**src/rtl/module_display_mux.sv**
```systemverilog
// Multiplexed common-anode seven-segment driver: frame-synchronous digit update,
// BCD-to-segment decode, optional leading-zero blanking and anode scanning.
module module_display_mux #(
  parameter int unsigned N_DIGITS    = 4,
  parameter int unsigned REFRESH_DIV = 27000
) (
  input  logic                  clk,
  input  logic                  rst,
  input  logic                  load_i,
  input  logic [4*N_DIGITS-1:0] data_i,
  input  logic                  blank_lz_i,
  output logic [N_DIGITS-1:0]   an_o,
  output logic [6:0]            seg_o,
  output logic                  frame_o
);

  localparam int unsigned DATA_W = 4 * N_DIGITS;
  localparam int unsigned CNT_W  = (REFRESH_DIV > 1) ? $clog2(REFRESH_DIV) : 1;
  localparam int unsigned IDX_W  = (N_DIGITS > 1) ? $clog2(N_DIGITS) : 1;

  logic [CNT_W-1:0]    r_cnt;
  logic [IDX_W-1:0]    r_idx;
  logic [DATA_W-1:0]   r_shadow;
  logic [DATA_W-1:0]   r_active;
  logic                r_pending;
  logic                r_bound;

  logic                w_term;
  logic                w_last_idx;
  logic                w_boundary;
  logic [3:0]          w_nib;
  logic [N_DIGITS-1:0] w_lz;
  logic [N_DIGITS-1:0] w_onehot;
  logic                w_blank;
  logic [N_DIGITS-1:0] w_an;
  logic [6:0]          w_seg;

  // BCD to active-low {g,f,e,d,c,b,a}; non-BCD nibbles render as a dash
  function automatic logic [6:0] decode_seg(input logic [3:0] nib);
    logic [6:0] seg;
    case (nib)
      4'd0:    seg = 7'b1000000;
      4'd1:    seg = 7'b1111001;
      4'd2:    seg = 7'b0100100;
      4'd3:    seg = 7'b0110000;
      4'd4:    seg = 7'b0011001;
      4'd5:    seg = 7'b0010010;
      4'd6:    seg = 7'b0000010;
      4'd7:    seg = 7'b1111000;
      4'd8:    seg = 7'b0000000;
      4'd9:    seg = 7'b0010000;
      default: seg = 7'b0111111;
    endcase
    return seg;
  endfunction

  assign w_term     = (r_cnt == CNT_W'(REFRESH_DIV - 1));
  assign w_last_idx = (r_idx == IDX_W'(N_DIGITS - 1));
  assign w_boundary = w_term && w_last_idx;

  // Refresh counter and digit index
  always_ff @(posedge clk) begin
    if (rst) begin
      r_cnt <= '0;
      r_idx <= '0;
    end else if (w_term) begin
      r_cnt <= '0;
      r_idx <= w_last_idx ? '0 : r_idx + IDX_W'(1);
    end else begin
      r_cnt <= r_cnt + CNT_W'(1);
    end
  end

  // Loads park in the shadow and only reach the active digits at a frame boundary
  always_ff @(posedge clk) begin
    if (rst) begin
      r_shadow  <= '0;
      r_active  <= '0;
      r_pending <= 1'b0;
      r_bound   <= 1'b0;
    end else begin
      r_bound <= w_boundary;
      if (w_boundary) begin
        if (load_i) begin
          r_active <= data_i;
          r_shadow <= data_i;
        end else if (r_pending) begin
          r_active <= r_shadow;
        end
        r_pending <= 1'b0;
      end else if (load_i) begin
        r_shadow  <= data_i;
        r_pending <= 1'b1;
      end
    end
  end

  // Nibble of the digit currently being scanned
  always_comb begin
    w_nib = 4'd0;
    for (int k = 0; k < int'(N_DIGITS); k++) begin
      if (r_idx == IDX_W'(k)) begin
        w_nib = r_active[4*k +: 4];
      end
    end
  end

  // w_lz[k]: digit k and every digit above it are zero; units digit always shown
  always_comb begin
    logic v_run;
    v_run = 1'b1;
    w_lz  = '0;
    for (int k = int'(N_DIGITS) - 1; k >= 0; k--) begin
      v_run   = v_run && (r_active[4*k +: 4] == 4'd0);
      w_lz[k] = v_run;
    end
    w_lz[0] = 1'b0;
  end

  assign w_onehot = N_DIGITS'(1) << r_idx;
  assign w_blank  = blank_lz_i && (|(w_lz & w_onehot));
  assign w_an     = w_blank ? '1 : ~w_onehot;
  assign w_seg    = w_blank ? 7'b1111111 : decode_seg(w_nib);

  // Registered display outputs; frame_o lines up with the first new digit-0 slot
  always_ff @(posedge clk) begin
    if (rst) begin
      an_o    <= '1;
      seg_o   <= 7'b1111111;
      frame_o <= 1'b0;
    end else begin
      an_o    <= w_an;
      seg_o   <= w_seg;
      frame_o <= r_bound;
    end
  end

endmodule

```
**config.mk**
```make
export PLATFORM = sky130hd
export DESIGN_NAME = module_display_mux
export DESIGN_NICKNAME = d
export VERILOG_FILES = /design/src/rtl/module_display_mux.sv
export SDC_FILE = /design/constraint.sdc
export NUM_CORES = 1
export LEC_CHECK = 0
export BUFFER_PORTS_ARGS = -buffer_cell sky130_fd_sc_hd__buf_2
export CAP_MARGIN = 30
export CORE_MARGIN = 1.5
export CORE_UTILIZATION = 40
export DETAILED_ROUTE_END_ITERATION = 8
export GPL_ROUTABILITY_DRIVEN = 0
export SLEW_MARGIN = 15
export SYNTH_ARGS = -nofsm -noshare
export SYNTH_HDL_FRONTEND = slang
export SYNTH_SLANG_ARGS = --single-unit
export TNS_END_PERCENT = 30
```
**constraint.sdc**
```tcl
create_clock -name clk -period 5.11 [get_ports clk]
set_input_delay 1.2775 -clock clk [delete_from_list [all_inputs] [get_ports clk]]
set_output_delay 1.2775 -clock clk [all_outputs]
set_load 0.1 [all_outputs]
```
---- Yosys cells after proc, flatten, opt, wreduce, memory -nomap -nowiden ----
Memories as Yosys holds them, arrays and structs flattened. A register that Yosys moved wholly into a read port is not among the register bits.
Index checks and enable logic that the tools add are counted.
word-level totals
  flip-flop bits (word level) ............. 56
  ROM bits ................................ 112
  input port bits ......................... 20
  output and inout port bits .............. 12
  word-level logic and storage cells ...... 39
  memories ................................ 1
cells by class
  $add $sub $neg .......................... 2
  eq/ne operators ......................... 4
  shift operators ......................... 1
  mux-type cells .......................... 7
  bitwise logic cells ..................... 2
  reductions and logical operators ........ 14
memories
  name             words  bits a word  read ports  clocked after memory_dff  write ports  line  text
  (no name shown)  16     7            1           1                         0            41    case (nib)
operator list
  cell                                                  number
  2-to-1 mux 16 bit                                     2
  2-to-1 mux 4 bit                                      4
  adder 15 x 1 -> 15 bit (second input constant)        1
  equality test 15 bit (second input constant)          1
  logical NOT 4 bit                                     3
  OR reduction 2 bit                                    3
  AND 4 bit                                             1
  equality test 2 bit (second input constant)           2
  logical AND 1 bit                                     4
  inverter 4 bit                                        1
  OR reduction 4 bit                                    1
  left shift 1 x 2 -> 4 bit (first input constant)      1
  adder 2 x 1 -> 2 bit (second input constant)          1
  equality test 2 x 1 -> 1 bit (second input constant)  1
  logical NOT 2 bit                                     1
  2-to-1 mux 2 bit                                      1
  AND reduction 2 bit                                   1
  nonzero test 2 bit                                    1

---- Logic depth before layout (Yosys ltp) ----
Gate-level depths: netlist (run 1).
  depth after elaboration ................. 7
  depth in mapped cells ................... 10

---- Least setup slack after synthesis (run 1) ----
OpenSTA, ideal clock, no wires.
  path type ............................... in2reg
  start point ............................. in load_i
  end point ............................... reg r_active[0]
  library setup time ...................... 0.071 ns
  arrival ................................. 2.295 ns
  data required time ...................... 5.039 ns
  setup slack ............................. 2.744 ns
  stages on the path ...................... 5
  path buffers ............................ 2
  cell sequence ........................... buf_2 > buf_2 > mux2i_1 > or3_1 > a21oi_1
between the ends
  cells in the longest elaborated chain, start to end .. 2
  elaborated cells between the ends (all ways) .. 3
RTL lines
  item                           line  text
  start, declared                9     input logic load_i,
  nonzero test 2 bit (no line)   --
  AND reduction 2 bit (no line)  --
  end signal, assigned           85    r_active <= data_i;
  end signal, assigned           88    r_active <= r_shadow;
  end, declared                  24    logic [DATA_W-1:0] r_active;
Parallel ways exist; a longest one is shown, timed or not.
A chain may end at the register's enable or synchronous reset.

---- Worst setup path after layout (run 1) ----
  start point ............................. reg r_idx[0]
  end point ............................... reg seg_o[4]
between the ends
  cells in the longest elaborated chain, start to end .. 5
  elaborated cells between the ends (all ways) .. 13
RTL lines
  item                                                            line      text
  start, declared                                                 22        logic [IDX_W-1:0] r_idx;
  start signal, assigned                                          68        r_idx <= w_last_idx ? '0 : r_idx + IDX_W'(1);
  logical NOT 2 bit or left shift 1 x 2 -> 4 bit (tied branches)  102, 120
  2-to-1 mux 4 bit or AND 4 bit (tied branches)                   102, 121
  2-to-1 mux 4 bit or OR reduction 4 bit (tied branches)          102, 121
  2-to-1 mux 4 bit or logical AND 1 bit (tied branches)           102, 121
  2-to-1 mux 4 bit or OR reduction 2 bit (tied branches)          --
  end, declared                                                   13        output logic [6:0] seg_o,
Parallel ways exist; a longest one is shown, timed or not.

==> results.py, run 1 <==
metrics = {
    "critical_path": {
        "timing.rr.start": "r_idx[0]",
        "crit_path_top_delay_cell": "sky130_fd_sc_hd__a211oi_1",
        "setup.worst_path.start_class": "flop",
        "crit_required_ns": 5.39,
        "worstPathArrival_ns": 2.94,
        "worstSetupEndpointType": "flop",
        "r2r.worst_path.cells": 8,
        "setup.worst_path.class": "reg2reg",
        "crit_path_start": "r_idx[0]",
        "timing.critical_path.cells": "ha_1 -> a211oi_1 -> a211oi_1 -> inv_1 -> ha_1 -> nor3_1 -> a221oi_1 -> o21ai_1",
        "critical_path_peak_fanout": 17,
        "critPathMaxStageDelay_ns": 0.64,
    },
    "power_and_ir_drop": {
        "seq_power_share_pct": 48.2,
        "comb_power_share_pct": 6.2,
        "power_switching_share_pct": 24.5,
        "leakage_nw": 1.29,
        "cell_internal_pwr_mw": 0.797,
        "share_clk_of_total_power_pct": 45.6,
        "net-switching-power_mw": 0.258,
        "max-vdd-ir-drop_mv": 0.167,
        "pwr_density_cell_nw_per_um2": 328,
    },
    "timing": {
        "final.min_clock_period_ns": 2.66,
        "setup-tns-final_ns": 0,
        "setup_violations": 0,
        "min_period_over_period_pct": 52.1,
        "final.setup_skew_ns": 0.00471,
        "relSlewSlack_pct": 48.1,
        "fmax_mhz": 375,
        "timing_worst_slew_pin_value_ns": 0.779,
        "slew_violations": 0,
        "rsz_0062_raised_after_global_routing": "no",
        "hold_viol_final": 0,
    },
    "flow_run": {
        "drv.max_cap_violation_count": 0,
    },
    "logic_synthesis": {
        "postSynth.topFlopCell": "sky130_fd_sc_hd__dfxtp_1",
        "synth_most_common_cell": "sky130_fd_sc_hd__dfxtp_1",
        "synthMuxAreaShare_pct": 7.47,
        "postSynthCellCount": 303,
        "synth-simple-area-share_pct": 22.1,
        "netlist.top_cell.by_area": "sky130_fd_sc_hd__dfxtp_1",
        "yosys_warnings": 0,
        "yosys.area_share.xor_xnor_pct": 3.42,
        "ys_types": 43,
        "synth.area.top_cells": "sky130_fd_sc_hd__dfxtp_1, sky130_fd_sc_hd__mux2i_1, sky130_fd_sc_hd__ha_1",
        "synth_top_cell_area_share_pct": 44.8,
        "synth_enable_flop_cells": 0,
        "synth_async_sr_flop_share_pct": 0,
        "synth_area_in_adders_pct": 4.89,
        "compound_cell_area_share_of_the_yosys_netlist_pct": 12.4,
        "syn-num-nets": 334,
        "synth.cells.most_frequent": "sky130_fd_sc_hd__dfxtp_1, sky130_fd_sc_hd__nor2_1, sky130_fd_sc_hd__a21oi_1",
        "ys_seq_area_share_pct": 44.8,
        "synth_top_family_by_area": "simple AND/OR/NAND/NOR gates",
        "syn-cell-area_um2": 2820,
        "post_synth.cell_area_avg_um2": 9.29,
        "ys_seq_elements": 63,
    },
    "worst_hold_path": {
        "timing.hold.worst.class": "reg2reg",
        "hold_path_depth": 1,
        "holdCritStartpoint": "r_cnt[0]",
    },
    "die": {
        "area_enclosed_by_the_die_boundary_um2": 7550,
        "floorplan.io_pins": 32,
        "die_h_um": 86.9,
        "floorplan.core_area_um2": 6790,
        "floorplan.rows": 30,
        "initial_core_util_pct": 41.4,
        "die_width_um": 86.9,
    },
    "routing": {
        "post_drt_via_cell_ratio": 5.05,
        "dr.first_iter.drc_count": 100,
        "routed_wire_length_per_instance_um": 13.0,
        "drc_errors": 0,
        "drt-total-wl_mm": 5.58,
        "final_antenna_net_count": 0,
        "dr_total_vias": 2161,
        "drtPass1Iterations": 4,
    },
    "cells_and_area": {
        "areaGrowthSynthToFinish_pct": 14.4,
        "layout-drive-gt1-share_pct": 16.0,
        "layout.nets": 358,
        "diodes": 0,
        "final_util_pct": 47.4,
        "multi_input_comb_area_um2": 1420,
        "layout.area.seq_um2": 1260,
        "fill_cells": 668,
    },
    "cts": {
        "post-cts-setup-buffers": 0,
        "cts_hold_repair.buffers": 0,
        "htree_levels": 3,
        "cts_tree": "done",
        "cts_buffers": 9,
        "clock_tree.buffer_depth": 2,
        "clkSlewWorstSetupHoldPaths_ns": 0.07,
        "tritoncts_num_sinks": 63,
        "ctsResizeCount": 0,
        "clock_latency_ns": 0.34,
        "root_buffer": "sky130_fd_sc_hd__clkbuf_8",
    },
    "placement": {
        "count_of_input_and_output_buffers": 31,
        "detailed_place_hpwl_mm": 3.83,
    },
    "global_routing": {
        "grt.overflow.total": 0,
        "groute.usage.overall_pct": 16.6,
        "first_pass_grt_wire_length_mm": 9.52,
        "grt_max_degree": 42,
        "grt_antenna_before_repair": 0,
        "number_of_global_route_vias_before_repair": 1983,
    },
    "run_status": {
        "outcome": "finished, final reports clean",
    },
}
## path summary, 6_finish.rpt
path,slack (ns),to
min,0.47,r_cnt[0]
max reg2reg,2.45,seg_o[4]
max,2.45,seg_o[4]
min reg2reg,0.47,r_cnt[0]
## metal layers
layer  global-route usage [%]  vias up  share of wire [%]
li1                         -     1120                  -
met3                     3.51       10                3.8
met5                        0        -                  0
met4                     10.1        0                2.6
met1                     23.0      987                 52
met2                     23.5       44                 41
## layout by cell type (no fill, tap or decap), types with 6 or more instances in the layout
master | netlist | final
sky130_fd_sc_hd__dfxtp_1 | 63 | 63
sky130_fd_sc_hd__or3_1 | 20 | 20
sky130_fd_sc_hd__ha_1 | 11 | 11
sky130_fd_sc_hd__clkbuf_8 | 0 | 9
sky130_fd_sc_hd__o21ai_1 | 6 | 6
sky130_fd_sc_hd__nand3_1 | 8 | 8
sky130_fd_sc_hd__mux2i_1 | 21 | 21
sky130_fd_sc_hd__inv_1 | 10 | 10
sky130_fd_sc_hd__nor2_1 | 35 | 35
sky130_fd_sc_hd__buf_2 | 8 | 31
sky130_fd_sc_hd__xnor2_1 | 7 | 7
sky130_fd_sc_hd__a21oi_1 | 22 | 22
sky130_fd_sc_hd__nand2_1 | 8 | 8
sky130_fd_sc_hd__o21ai_0 | 18 | 18
## power groups by stage
stage               Clock, mW  Sequential, mW  Combinational, mW
global route            0.512           0.510             0.0714
detailed placement          0           0.520             0.0660
finish                  0.481           0.508             0.0654
CTS                     0.494           0.508             0.0660
floorplan                   0           0.541             0.0272
global placement            0           0.520             0.0660
## flip-flops by register name, summed over array words and instances (netlist names)
signal     count
r_cnt         15
r_pending      1
an_o           4
r_active      16
seg_o          7
r_idx          2
r_bound        1
r_shadow      16
frame_o        1
## stage by stage
step	hold WS [ns]	std cells	area [um2]	power (mW)	setup WS, ns
floorplan	0.414	303	2820	0.568	2.74
finish	0.468	428	3220	1.06	2.45
global placement	0.446	412	3000	0.586	2.36
global route	0.493	428	3220	1.09	2.10
detailed placement	0.455	412	3000	0.586	2.29
CTS	0.473	428	3220	1.07	2.47
## cell families (layout without fill, tap and decap cells)
logic type / after synthesis / after routing
AND/OR/NAND/NOR: 108 / 108
flip-flops: 63 / 63
AO/OA/AOI/OAI: 60 / 60
buffers and inverters: 29 / 58
multiplexers: 21 / 21
adder cells (fa/ha/maj): 11 / 11
XOR/XNOR: 11 / 11
## worst max-delay path: cells and delay by family, from the launching register on
kind            cells  cell delay [ns]
simple gates        1             0.20
fa+ha+maj           2             0.80
flops               1             0.39
compound gates      4             1.01
buf+inv             1             0.19
## layout make-up
class / instances / area share (%)
clock buffer: 9 / 3.85
inverter: 10 / 1.17
multi-input combinational: 211 / 44.0
clock inverter: 7 / 3.03
timing repair buffer: 32 / 5.05
sequential: 63 / 39.2
tap: 96 / 3.73
Power figures use the tool's default switching activity.
==> run 2: changes to the inputs <==
==> constraint.sdc (replaced) <==
create_clock -name clk -period 2.5 [get_ports clk]
set_input_delay 0.625 -clock clk [delete_from_list [all_inputs] [get_ports clk]]
set_output_delay 0.625 -clock clk [all_outputs]
set_load 0.1 [all_outputs]
==> run 2 against run 1 <==
Effect of this change:
- critical path depth increased by 1
- non-clock buffer count rose by 5
- clock power up 67%
- routed wire length grew 2.1%
- critical path type unchanged
- largest cell class unchanged
- largest power group unchanged
==> results.py, run 2 (synthesis results as in run 1) <==
metrics = {
    "cts": {
        "clock_tree.buffer_depth": 2,
        "htree_levels": 3,
        "cts_buffers": 9,
        "clock_latency_ns": 0.35,
        "tritoncts_num_sinks": 63,
        "clkSlewWorstSetupHoldPaths_ns": 0.08,
        "cts_hold_repair.buffers": 0,
        "root_buffer": "sky130_fd_sc_hd__clkbuf_8",
        "cts_tree": "done",
    },
    "cells_and_area": {
        "fill_cells": 653,
        "layout-drive-gt1-share_pct": 17.5,
        "final_util_pct": 47.4,
        "post_route_cell_area_um2": 3220,
        "layout.cells.most_common_list": "sky130_fd_sc_hd__dfxtp_1, sky130_fd_sc_hd__nor2_1, sky130_fd_sc_hd__buf_2",
        "layout.area.seq_um2": 1260,
        "post_layout_nonfiller_instances": 433,
        "mostFrequentLayoutCell": "sky130_fd_sc_hd__dfxtp_1",
        "layout.nets": 363,
        "multi_input_comb_area_um2": 1420,
        "areaGrowthSynthToFinish_pct": 14.4,
        "biggestRegsByFlops": "r_active: 16 flops, r_shadow: 16 flops, r_cnt: 15 flops",
        "diodes": 0,
    },
    "placement": {
        "detailed_place_hpwl_mm": 3.92,
        "post-place-cells": 417,
        "count_of_input_and_output_buffers": 31,
        "dpl-instance-area_um2": 3040,
    },
    "routing": {
        "final_antenna_net_count": 0,
        "dr.first_iter.drc_count": 100,
        "drt-total-wl_mm": 5.70,
        "post_drt_via_cell_ratio": 5.02,
        "drtPass1Iterations": 4,
        "drc_errors": 0,
        "dr_total_vias": 2173,
        "routed_wire_length_per_instance_um": 13.2,
    },
    "die": {
        "floorplan.rows": 30,
        "floorplan.core_area_um2": 6790,
        "die_width_um": 86.9,
        "area_enclosed_by_the_die_boundary_um2": 7550,
        "die_h_um": 86.9,
        "floorplan.io_pins": 32,
        "initial_core_util_pct": 41.4,
    },
    "timing": {
        "timing_worst_slew_pin_value_ns": 0.749,
        "fmax_mhz": 454,
        "setup-tns-final_ns": 0,
        "final.setup_skew_ns": 0.0107,
        "relSlewSlack_pct": 50.1,
        "slew_violations": 0,
        "min_period_over_period_pct": 88.2,
        "final.min_clock_period_ns": 2.20,
        "hold_viol_final": 0,
        "rsz_0062_raised_after_global_routing": "no",
        "setup_violations": 0,
    },
    "global_routing": {
        "first_pass_grt_wire_length_mm": 9.58,
        "grt_antenna_before_repair": 0,
        "number_of_global_route_vias_before_repair": 2026,
        "groute.usage.overall_pct": 16.6,
        "grt.overflow.total": 0,
        "grt_max_degree": 39,
    },
    "flow_run": {
        "drv.max_cap_violation_count": 0,
    },
    "critical_path": {
        "crit_required_ns": 2.71,
        "worstPathArrival_ns": 2.41,
        "worstSetupEndpointType": "flop",
        "r2r.worst_path.cells": 9,
        "critical_path_peak_fanout": 9,
        "setup.worst_path.class": "reg2reg",
        "setup.worst_path.start_class": "flop",
    },
    "power_and_ir_drop": {
        "leakage_nw": 1.28,
        "post-layout-total-power_mw": 1.98,
        "max-vdd-ir-drop_mv": 0.345,
        "pwr_density_cell_nw_per_um2": 614,
    },
    "run_status": {
        "outcome": "finished, final reports clean",
    },
    "worst_hold_path": {
        "hold_path_depth": 1,
        "timing.hold.worst.class": "reg2reg",
    },
}
run 2: final timing paths:
check	slack (ns)	startpoint	endpoint
setup / recovery	0.30	r_idx[0]	seg_o[4]
hold / removal	0.47	r_bound	frame_o
setup reg to reg	0.30	r_idx[0]	seg_o[4]
hold reg to reg	0.47	r_bound	frame_o
run 2: layer usage:
metal | up-vias | part of all wire (%) | global-route usage, %
met1 | 990 | 53 | 22.9
met3 | 15 | 4.1 | 5.97
met4 | 0 | 2.4 | 8.06
met2 | 42 | 41 | 22.6
met5 | - | 0 | 0
li1 | 1126 | - | -
run 2: timing repair:
action | 4_1_cts | 5_1_grt
buffers inserted | 0 | 0
endpoints found under the setup margin | 0 | 1
gates resized for setup | 0 | 1
run 2: power by group:
part	internal (mW)	total [mW]	leakage (nW)	switching, mW
clock network	0.387	0.802	0.0809	0.415
logic	0.0415	0.136	0.688	0.0944
registers	1.03	1.04	0.514	0.0102
total	1.46	1.98	1.28	0.519
run 2: critical path, stage by stage, from the launching register on:
cell                       delay, ns
sky130_fd_sc_hd__dfxtp_1        0.42
sky130_fd_sc_hd__inv_1          0.09
sky130_fd_sc_hd__ha_1           0.31
sky130_fd_sc_hd__nor3b_1        0.18
sky130_fd_sc_hd__a211o_1        0.32
sky130_fd_sc_hd__inv_1          0.16
sky130_fd_sc_hd__ha_1           0.19
sky130_fd_sc_hd__nor3_1         0.06
sky130_fd_sc_hd__a221oi_1       0.25
sky130_fd_sc_hd__o21ai_1        0.10
run 2: final cells by class:
cell class / instances / share of cell area, %
multi-input combinational: 211 / 44.1
clock buffer: 10 / 4.28
sequential: 63 / 39.2
inverter: 10 / 1.17
tap: 96 / 3.73
clock inverter: 6 / 1.36
timing repair buffer: 37 / 6.22
run 2: metrics by stage:
stage	setup WS (ns)	hold slack, ns
floorplan	0.322	0.414
global placement	0.306	0.442
detailed placement	0.175	0.461
CTS	0.152	0.478
global route	0.0910	0.485
finish	0.296	0.473
